[src/rtl/fifo_wr_arbiter.sv]
// rtl/fifo_wr_arbiter.sv - round-robin write arbiter feeding a synchronous FIFO
//
// Purpose:
//   Arbitrates NREQ valid/ready requesters onto a single FIFO write port.
//   A two-state FSM (IDLE/GRANT) picks the first valid requester searching
//   upward from a round-robin pointer. It then forwards that requester's
//   beats to the FIFO while the FIFO is not full.
//
// Optional feature:
//   FIFO_ARB_BURST_EN - when defined, a grant is held across beats. It is
//   released on the beat carrying req_last or on the BURST_MAX-th beat.
//   When undefined, every transferred beat releases the grant and req_last
//   is ignored.
//
// Ports:
//   wclk       in   write-side clock, rising edge
//   rst_n      in   asynchronous active-low reset
//   req_valid  in   [NREQ]        per-requester data valid
//   req_last   in   [NREQ]        per-requester last beat of burst
//   req_data   in   [NREQ*WIDTH]  requester i data at [i*WIDTH +: WIDTH]
//   req_ready  out  [NREQ]        per-requester accept
//   wfull      in   downstream FIFO full flag
//   winc       out  FIFO write enable
//   wdata      out  [WIDTH]       FIFO write data
//   gnt_id     out  [clog2(NREQ)] index of the current grantee
//   busy       out  high while in GRANT

module fifo_wr_arbiter #(
    parameter int WIDTH     = 8,
    parameter int NREQ      = 4,
    parameter int BURST_MAX = 4,
    localparam int GW       = $clog2(NREQ),
    localparam int BCW      = $clog2(BURST_MAX) + 1
) (
    input  logic                  wclk,
    input  logic                  rst_n,
    input  logic [NREQ-1:0]       req_valid,
    input  logic [NREQ-1:0]       req_last,
    input  logic [NREQ*WIDTH-1:0] req_data,
    output logic [NREQ-1:0]       req_ready,
    input  logic                  wfull,
    output logic                  winc,
    output logic [WIDTH-1:0]      wdata,
    output logic [GW-1:0]         gnt_id,
    output logic                  busy
);

    typedef enum logic {
        IDLE  = 1'b0,
        GRANT = 1'b1
    } state_t;

    state_t          state_q, state_d;
    logic [GW-1:0]   gnt_id_q, gnt_id_d;
    logic [GW-1:0]   rr_ptr_q, rr_ptr_d;
    logic [BCW-1:0]  beat_cnt_q, beat_cnt_d;

    // Rotate the valid vector so that bit 0 corresponds to rr_ptr. The
    // round-robin search then becomes a fixed-priority search from bit 0.
    logic [2*NREQ-1:0] valid_dbl;
    logic [NREQ-1:0]   valid_rot;
    logic              any_valid;
    logic [GW-1:0]     pick_off;
    logic [GW:0]       pick_sum;
    logic [GW-1:0]     pick;

    assign valid_dbl = {req_valid, req_valid};
    assign valid_rot = NREQ'(valid_dbl >> rr_ptr_q);

    always_comb begin
        any_valid = 1'b0;
        pick_off  = '0;
        // Walk downward so the lowest offset from rr_ptr wins.
        for (int j = NREQ - 1; j >= 0; j--) begin
            if (valid_rot[j]) begin
                any_valid = 1'b1;
                pick_off  = GW'(j);
            end
        end
        // Map the rotated offset back to an absolute index, modulo NREQ.
        pick_sum = {1'b0, rr_ptr_q} + {1'b0, pick_off};
        if (pick_sum >= (GW+1)'(NREQ)) begin
            pick_sum = pick_sum - (GW+1)'(NREQ);
        end
        pick = pick_sum[GW-1:0];
    end

    logic gnt_valid;
    logic release_beat;
    logic [GW-1:0] rr_next;

    assign gnt_valid = req_valid[gnt_id_q];
    assign rr_next   = (gnt_id_q == GW'(NREQ - 1)) ? '0 : gnt_id_q + 1'b1;

`ifdef FIFO_ARB_BURST_EN
    logic gnt_last;
    assign gnt_last     = req_last[gnt_id_q];
    // beat_cnt_q holds the beats already moved in this grant. The current
    // beat is therefore the BURST_MAX-th beat when beat_cnt_q is BURST_MAX-1.
    assign release_beat = gnt_last || (beat_cnt_q == BCW'(BURST_MAX - 1));
`else
    logic unused_last;
    assign unused_last  = ^req_last;
    assign release_beat = 1'b1;
`endif

    // Datapath outputs depend only on the registered state and the live
    // inputs. This lets wfull stall a beat in the same cycle it rises.
    always_comb begin
        req_ready = '0;
        winc      = 1'b0;
        wdata     = '0;
        for (int i = 0; i < NREQ; i++) begin
            if (gnt_id_q == GW'(i)) begin
                wdata = req_data[i*WIDTH +: WIDTH];
            end
        end
        if (state_q == GRANT) begin
            req_ready[gnt_id_q] = !wfull;
            winc                = gnt_valid && !wfull;
        end
    end

    assign gnt_id = gnt_id_q;
    assign busy   = (state_q == GRANT);

    always_comb begin
        state_d    = state_q;
        gnt_id_d   = gnt_id_q;
        rr_ptr_d   = rr_ptr_q;
        beat_cnt_d = beat_cnt_q;
        case (state_q)
            IDLE: begin
                if (any_valid) begin
                    state_d    = GRANT;
                    gnt_id_d   = pick;
                    beat_cnt_d = '0;
                end
            end
            GRANT: begin
                if (!gnt_valid) begin
                    // The grantee withdrew, so release without a transfer.
                    state_d    = IDLE;
                    rr_ptr_d   = rr_next;
                    beat_cnt_d = '0;
                end else if (!wfull) begin
                    if (release_beat) begin
                        state_d    = IDLE;
                        rr_ptr_d   = rr_next;
                        beat_cnt_d = '0;
                    end else begin
                        beat_cnt_d = beat_cnt_q + 1'b1;
                    end
                end
            end
            default: state_d = IDLE;
        endcase
    end

    always_ff @(posedge wclk or negedge rst_n) begin
        if (!rst_n) begin
            state_q    <= IDLE;
            gnt_id_q   <= '0;
            rr_ptr_q   <= '0;
            beat_cnt_q <= '0;
        end else begin
            state_q    <= state_d;
            gnt_id_q   <= gnt_id_d;
            rr_ptr_q   <= rr_ptr_d;
            beat_cnt_q <= beat_cnt_d;
        end
    end

endmodule

[config.mk]
export PLATFORM = sky130hd
export DESIGN_NAME = fifo_wr_arbiter
export DESIGN_NICKNAME = d
export VERILOG_FILES = /design/src/rtl/fifo_wr_arbiter.sv
export SDC_FILE = /design/constraint.sdc
export NUM_CORES = 1
export LEC_CHECK = 0
export ABC_AREA = 1
export ABC_CLOCK_PERIOD_IN_PS = 2580
export BUFFER_PORTS_ARGS = -buffer_cell sky130_fd_sc_hd__buf_2
export CAP_MARGIN = 20
export CORE_UTILIZATION = 42
export DETAILED_ROUTE_END_ITERATION = 10
export GPL_TIMING_DRIVEN = 0
export PLACE_DENSITY = 0.88
export SLEW_MARGIN = 0
export SYNTH_ARGS = -nofsm -noshare
export SYNTH_HDL_FRONTEND = slang
export SYNTH_SLANG_ARGS = --single-unit
[constraint.sdc]
create_clock -name wclk -period 2.58 [get_ports wclk]
set_input_delay 0.129 -clock wclk [delete_from_list [all_inputs] [get_ports wclk]]
set_output_delay 0.129 -clock wclk [all_outputs]
set_load 0.02 [all_outputs]
==> summary.md, run 1 <==
| Metric | Value |
|---|---|
| Outcome | complete, but fails checks |
| Violated checks | DRC |
| Root buf cell | clkbuf_4 |
| Setup WS pre-CTS | 0.712 ns |
| Die Height | 43.9 µm |
| Synthesis-stage register bit count | 5 |
| Total wire length | 2.23 mm |
| Critical path required time | 2.45 ns |
| Slew margin rel. | 76.3% |
| CTS sink count | 5 |
| Hold slack | 0.184 ns |
| Top-area cell type share of the netlist area | 24.9% |
| Fillers | 156 |
| Max Freq | 476 MHz |
| Post-synth EDFFs | 0 |
| Input/output buffers | 54 |
| Mean post-synth cell area | 5.64 µm² |
| Die W | 43.9 µm |
| Fin. max-slew vios | 0 |
| Hold/Removal Path Class | in2reg |
| Total CTS buffers | 3 |
| Pwr Density | 1360 nW/µm² |
| Worst-margin pin slew | 0.356 ns |
| Crit end category | output port |
| CTS tree | built |
| Drt drc | 8 |
| VDD IR-drop max | 753 µV |
| HPWL after DPL | 1.84 mm |
| Clock slew at reported path FFs | 0.05 ns |
| Worst Skew | 0.00528 ns |
| Die ar. | 1930 µm² |
| Sequential cell area | 125 µm² |
| Arrival @ worst endpoint | 1.97 ns |
| Vias after detailed routing | 1041 |
| Most frequent cells after synthesis | 49 x nand2_1, 15 x nand3_1, 15 x o21ai_0, 9 x a21oi_1, 9 x inv_1 |
| DRT Pass-1 Iters | 7 |
| Final period utilization | 81.5% |
| Clock buffer depth | 2 |
| Most used DFF post-synth | dfrtp_1 |
| Yosys warning total | 0 |
| Skew-Pair Late Insertion Delay | 0.25 ns |
| Worst setup SP type | flop |
| Gr usage total | 24.1% |
| Async SR Flop Fraction | 100% |
| Max-cap viol count | 0 |
| Vias in the first global route | 923 |
| Finished Layout Cells | 206 |
| Unrepaired setup endpoints after global routing | false |
| Endpoints failing setup | 0 |
| Total chip power | 1.45 mW |
| Hold Path Stages | 3 |
| Initial drt markers | 28 |
| Final setup TNS | 0 ns |
| Hold Fails Final Rpt | 0 |
| Post-Syn Instances | 131 |
| Min cycle time layout | 2.10 ns |
| Initial antenna violation count | 0 |
| RePlAce Congestion | 0.780 |
| Antenna diode instance count | 0 |
| Avg WL per Cell | 10.8 µm |
| Most frequent cell after synthesis | nand2_1 |
| Core area | 1580 µm² |
| Pin count of the biggest net entering global routing | 11 |
| Total grt overflow | 0 |
| Area of the multi-input gates | 554 µm² |
| Synthesized net count | 179 |
| Synth area leaders | nand2_1 25%, dfrtp_1 17%, nand3_1 10%, o21ai_0 10%, ha_1 8.5% |
| Cell taking the most area after synthesis | nand2_1 |
| Setup ws final | 0.477 ns |
| Crit-path max FO | 10 |
| Share of cells above drive strength 1 | 36.3% |
| H-tree levels | 1 |
| Post-Syn Area | 738 µm² |
| Critical path class | reg2out |
| Global-route wire length before repair | 3.48 mm |
| Worst Reg-to-Reg Cells | 11 |
| Area growth from synthesis to layout | 44.2% |
| Top-Level Pins | 59 |
| Initial Util | 46.8% |
| Final nets | 239 |
| Vias/cell | 5.05 |
| Pleak | 0.645 nW |
| Placed cells | 201 |
| Post-route ant nets | 0 |
| # rows | 14 |
| Synth unique cells | 18 |
| Seq/Total Area, Yosys | 16.9% |
-- critical path: stages (launching register included) --
cell	delay, ns
dfrtp_1	0.45
inv_1	0.11
ha_1	0.18
buf_2	0.18
nor2_4	0.22
nand2_1	0.08
nand2_1	0.06
o21ai_0	0.09
o21ai_0	0.16
buf_2	0.19
-- layer usage --
metal	GRT usage [%]	wire (µm)
met2	48.1	1170
met1	23.7	855
met5	0	0
met3	3.75	171
met4	10.9	27
-- what timing repair did --
item                                   in CTS  in global routing
hold buffers                                1                  0
endpoints found under the hold margin       5                  0
buffers inserted                            0                  0
gates resized for setup                     0                  0
-- cells by family (layout without fill, tap and decap cells) --
logic type / after synthesis / in the layout / synth area share [%]
buf+inv: 15 / 74 / 7.97
simple gates: 77 / 77 / 46.1
xor+xnor: 1 / 1 / 1.19
flops: 5 / 5 / 16.9
compound gates: 28 / 28 / 19.3
fa+ha+maj: 5 / 5 / 8.47
-- metrics by stage --
stage	instance area [µm²]	util, %
2_1_floorplan	738	-
3_3_place_gp	1030	65.2
3_5_place_dp	1030	65.2
4_1_cts	1060	67.5
5_1_grt	1060	67.5
6_report	1060	67.5
-- power by group --
group          total (mW)  leakage (nW)  internal (mW)  switching, mW
logic                1.17         0.570          0.407          0.760
clock network      0.0942        0.0150         0.0587         0.0355
registers           0.189        0.0593          0.122         0.0670
-- placed cells by master, fill, tap and decap left out, drive strengths merged --
cell type    netlist  layout
clkbuf             1       5
a21boi             1       1
nand3             15      15
dfrtp              5       5
buf                2      56
o21ai             18      18
xor2               1       1
inv               12      12
a21oi              9       9
nor2               7       7
nand2             54      54
or2                1       1
ha                 5       5
dlygate4sd3        0       1
-- area by class of cell --
type	instances	share of cell area [%]
clock buffers	4	2.47
inverters	12	4.23
multi-input cells	111	52.1
flip-flops and latches	5	11.8
repair buffers	55	26.3
plain buffers	3	1.29
well taps	16	1.88
-- registers in the layout (all words and copies together), names as in the netlist --
signal    flops
busy          1
gnt_id        2
rr_ptr_q      2
-- worst paths after layout --
kind,from,to,slack [ns]
worst min register to register,gnt_id[1],gnt_id[1],0.61
worst max-delay path,gnt_id[1],wdata[4],0.48
min in group asynchronous,rst_n,gnt_id[1],0.23
worst min-delay path,wfull,busy,0.18
max in group asynchronous,rst_n,gnt_id[0],2.21
worst max register to register,rr_ptr_q[1],gnt_id[1],0.72
Power figures use the tool's default switching activity.
==> inputs of run 2 (changes only) <==
ABC_CLOCK_PERIOD_IN_PS = 2000   (was 2580)
CORE_UTILIZATION = 39   (was 42)
PLACE_DENSITY = 0.83   (was 0.88)
clock period = 2 ns   (was 2.58 ns; I/O delays follow)
==> run 2 against run 1 <==
Net effect:
- the flow now finishes without violations
- non-clock buffer count up 3
- combinational power up 40%
- count of clock-buffer cells in the layout unchanged
- global-route usage down 1.1 points
- worst hold slack worse by 0.021 ns
- power up 38%
- clock power up 27%
- sequential cell count unchanged
- sequential power up 25%
- utilization down 3.2 points
- die area up 7.3%
- register-to-register slack worse by 0.55 ns
==> summary.md, run 2 (synthesis results as in run 1) <==
| Metric | Value |
|---|---|
| Outcome | complete, no violations |
| Setup ws final | 0.0995 ns |
| Top-Level Pins | 59 |
| Endpoints failing setup | 0 |
| Fillers | 172 |
| Worst setup SP type | flop |
| Arrival @ worst endpoint | 1.80 ns |
| Input/output buffers | 54 |
| Setup WS pre-CTS | 0.134 ns |
| Share of cells above drive strength 1 | 40.2% |
| Clock slew at reported path FFs | 0.05 ns |
| Initial Util | 42.3% |
| Critical path class | reg2out |
| VDD IR-drop max | 939 µV |
| Fin. max-slew vios | 0 |
| Pwr Density | 1780 nW/µm² |
| Area growth from synthesis to layout | 52.2% |
| Initial antenna violation count | 0 |
| Total grt overflow | 0 |
| Slew margin rel. | 82.7% |
| Pin count of the biggest net entering global routing | 11 |
| Hold Path Stages | 3 |
| Min cycle time layout | 1.90 ns |
| Final Core Density | 64.4% |
| H-tree levels | 1 |
| Max Freq | 526 MHz |
| Antenna diode instance count | 0 |
| Die ar. | 2070 µm² |
| Commonest non-fill, non-tap cell in the layout | buf_2 |
| CTS sink count | 5 |
| Most frequent cells in the layout | 52 x buf_2, 49 x nand2_1, 15 x nand3_1 |
| RePlAce Congestion | 0.823 |
| Avg WL per Cell | 11.0 µm |
| Total wire length | 2.41 mm |
| Core area | 1750 µm² |
| Hold Fails Final Rpt | 0 |
| Crit-path max FO | 10 |
| Root buf cell | clkbuf_4 |
| Placed cells | 210 |
| Hold/Removal Path Class | in2reg |
| Worst-margin pin slew | 0.259 ns |
| Max-cap viol count | 0 |
| Vias in the first global route | 867 |
| Pleak | 0.660 nW |
| CTS tree | built |
| Vias/cell | 4.89 |
| Drt drc | 0 |
| Initial drt markers | 23 |
| R2r startpoint | rr_ptr_q[1] |
| Final period utilization | 95.0% |
| Final nets | 243 |
| Gr usage total | 22.9% |
| Finished Layout Cells | 219 |
| Worst Reg-to-Reg Cells | 12 |
| Clock buffer depth | 2 |
| Min-Delay Startpoint | wfull |
| Crit end category | output port |
| Skew-Pair Late Insertion Delay | 0.24 ns |
| Worst Skew | 0.00411 ns |
| Hold slack | 0.163 ns |
| Final setup TNS | 0 ns |
| CP startpoint | gnt_id[0] |
| Vias after detailed routing | 1071 |
| Post-route ant nets | 0 |
| Global-route wire length before repair | 3.51 mm |
| DRT Pass-1 Iters | 4 |
| Total CTS buffers | 3 |
| HPWL after DPL | 1.86 mm |
| # rows | 15 |
| Die Height | 45.5 µm |
| Die W | 45.5 µm |
| Critical path required time | 1.90 ns |
==> run 2: through the flow <==
stage | instance area, µm² | power, mW
after floorplan | 738 | 1.33
after global placement | 1040 | 1.69
after detailed placement | 1040 | 1.74
after CTS | 1090 | 1.90
after global routing | 1120 | 2.22
final | 1120 | 2.00
==> run 2: path summary, 6_finish.rpt <==
check                             to  slack, ns
hold / removal                  busy       0.16
max in group asynchronous  gnt_id[0]       1.65
setup reg to reg           gnt_id[1]       0.17
min in group asynchronous  gnt_id[1]       0.20
hold reg to reg            gnt_id[0]       0.57
setup / recovery            wdata[0]        0.1
==> run 2: layout make-up <==
| cell class | instances | area [µm²] | share of cell area (%) |
|---|---|---|---|
| Timing Repair inverter | 1 | 7.51 | 0.668 |
| Multi-Input combinational cell | 111 | 554 | 49.3 |
| Clock buffer | 4 | 26.3 | 2.34 |
| Inverter | 12 | 48.8 | 4.34 |
| Buffer | 3 | 20.0 | 1.78 |
| Tap cell | 25 | 31.3 | 2.78 |
| Timing Repair Buffer | 58 | 308 | 27.4 |
| Sequential cell | 5 | 128 | 11.4 |
==> run 2: power breakdown <==
part	total (mW)	leakage, nW	switching (mW)	internal, mW
logic	1.64	0.588	1.04	0.606
registers	0.237	0.0570	0.0762	0.161
clock network	0.120	0.0150	0.0440	0.0756
==> run 2: routing by layer <==
metal  global-route usage [%]  vias to the layer above  wire [µm]
li1                         -                      554          -
met2                     42.6                       36       1260
met5                        0                        -          0
met3                     3.17                        2        114
met1                     26.5                      479       1030
met4                     7.27                        0         14
==> run 2: repair_timing <==
| action | 4_1_cts | 5_1_grt |
|---|---|---|
| hold buffers | 1 | 0 |
| gates cloned | 0 | 1 |
| endpoints found under the setup margin | 1 | 9 |
| pin swaps | 1 | 1 |
| buffers inserted | 2 | 1 |
| endpoints found under the hold margin | 5 | 0 |
| gates resized for setup | 1 | 16 |
==> run 2: critical path, cell delays in order, from the launching register on <==
cell and delay (ns):
dfrtp_2 0.45, ha_1 0.21, buf_4 0.17, nor2_4 0.21, nand2_1 0.08, nand2_1 0.06, o21ai_0 0.08, o21ai_1 0.12
buf_2 0.18
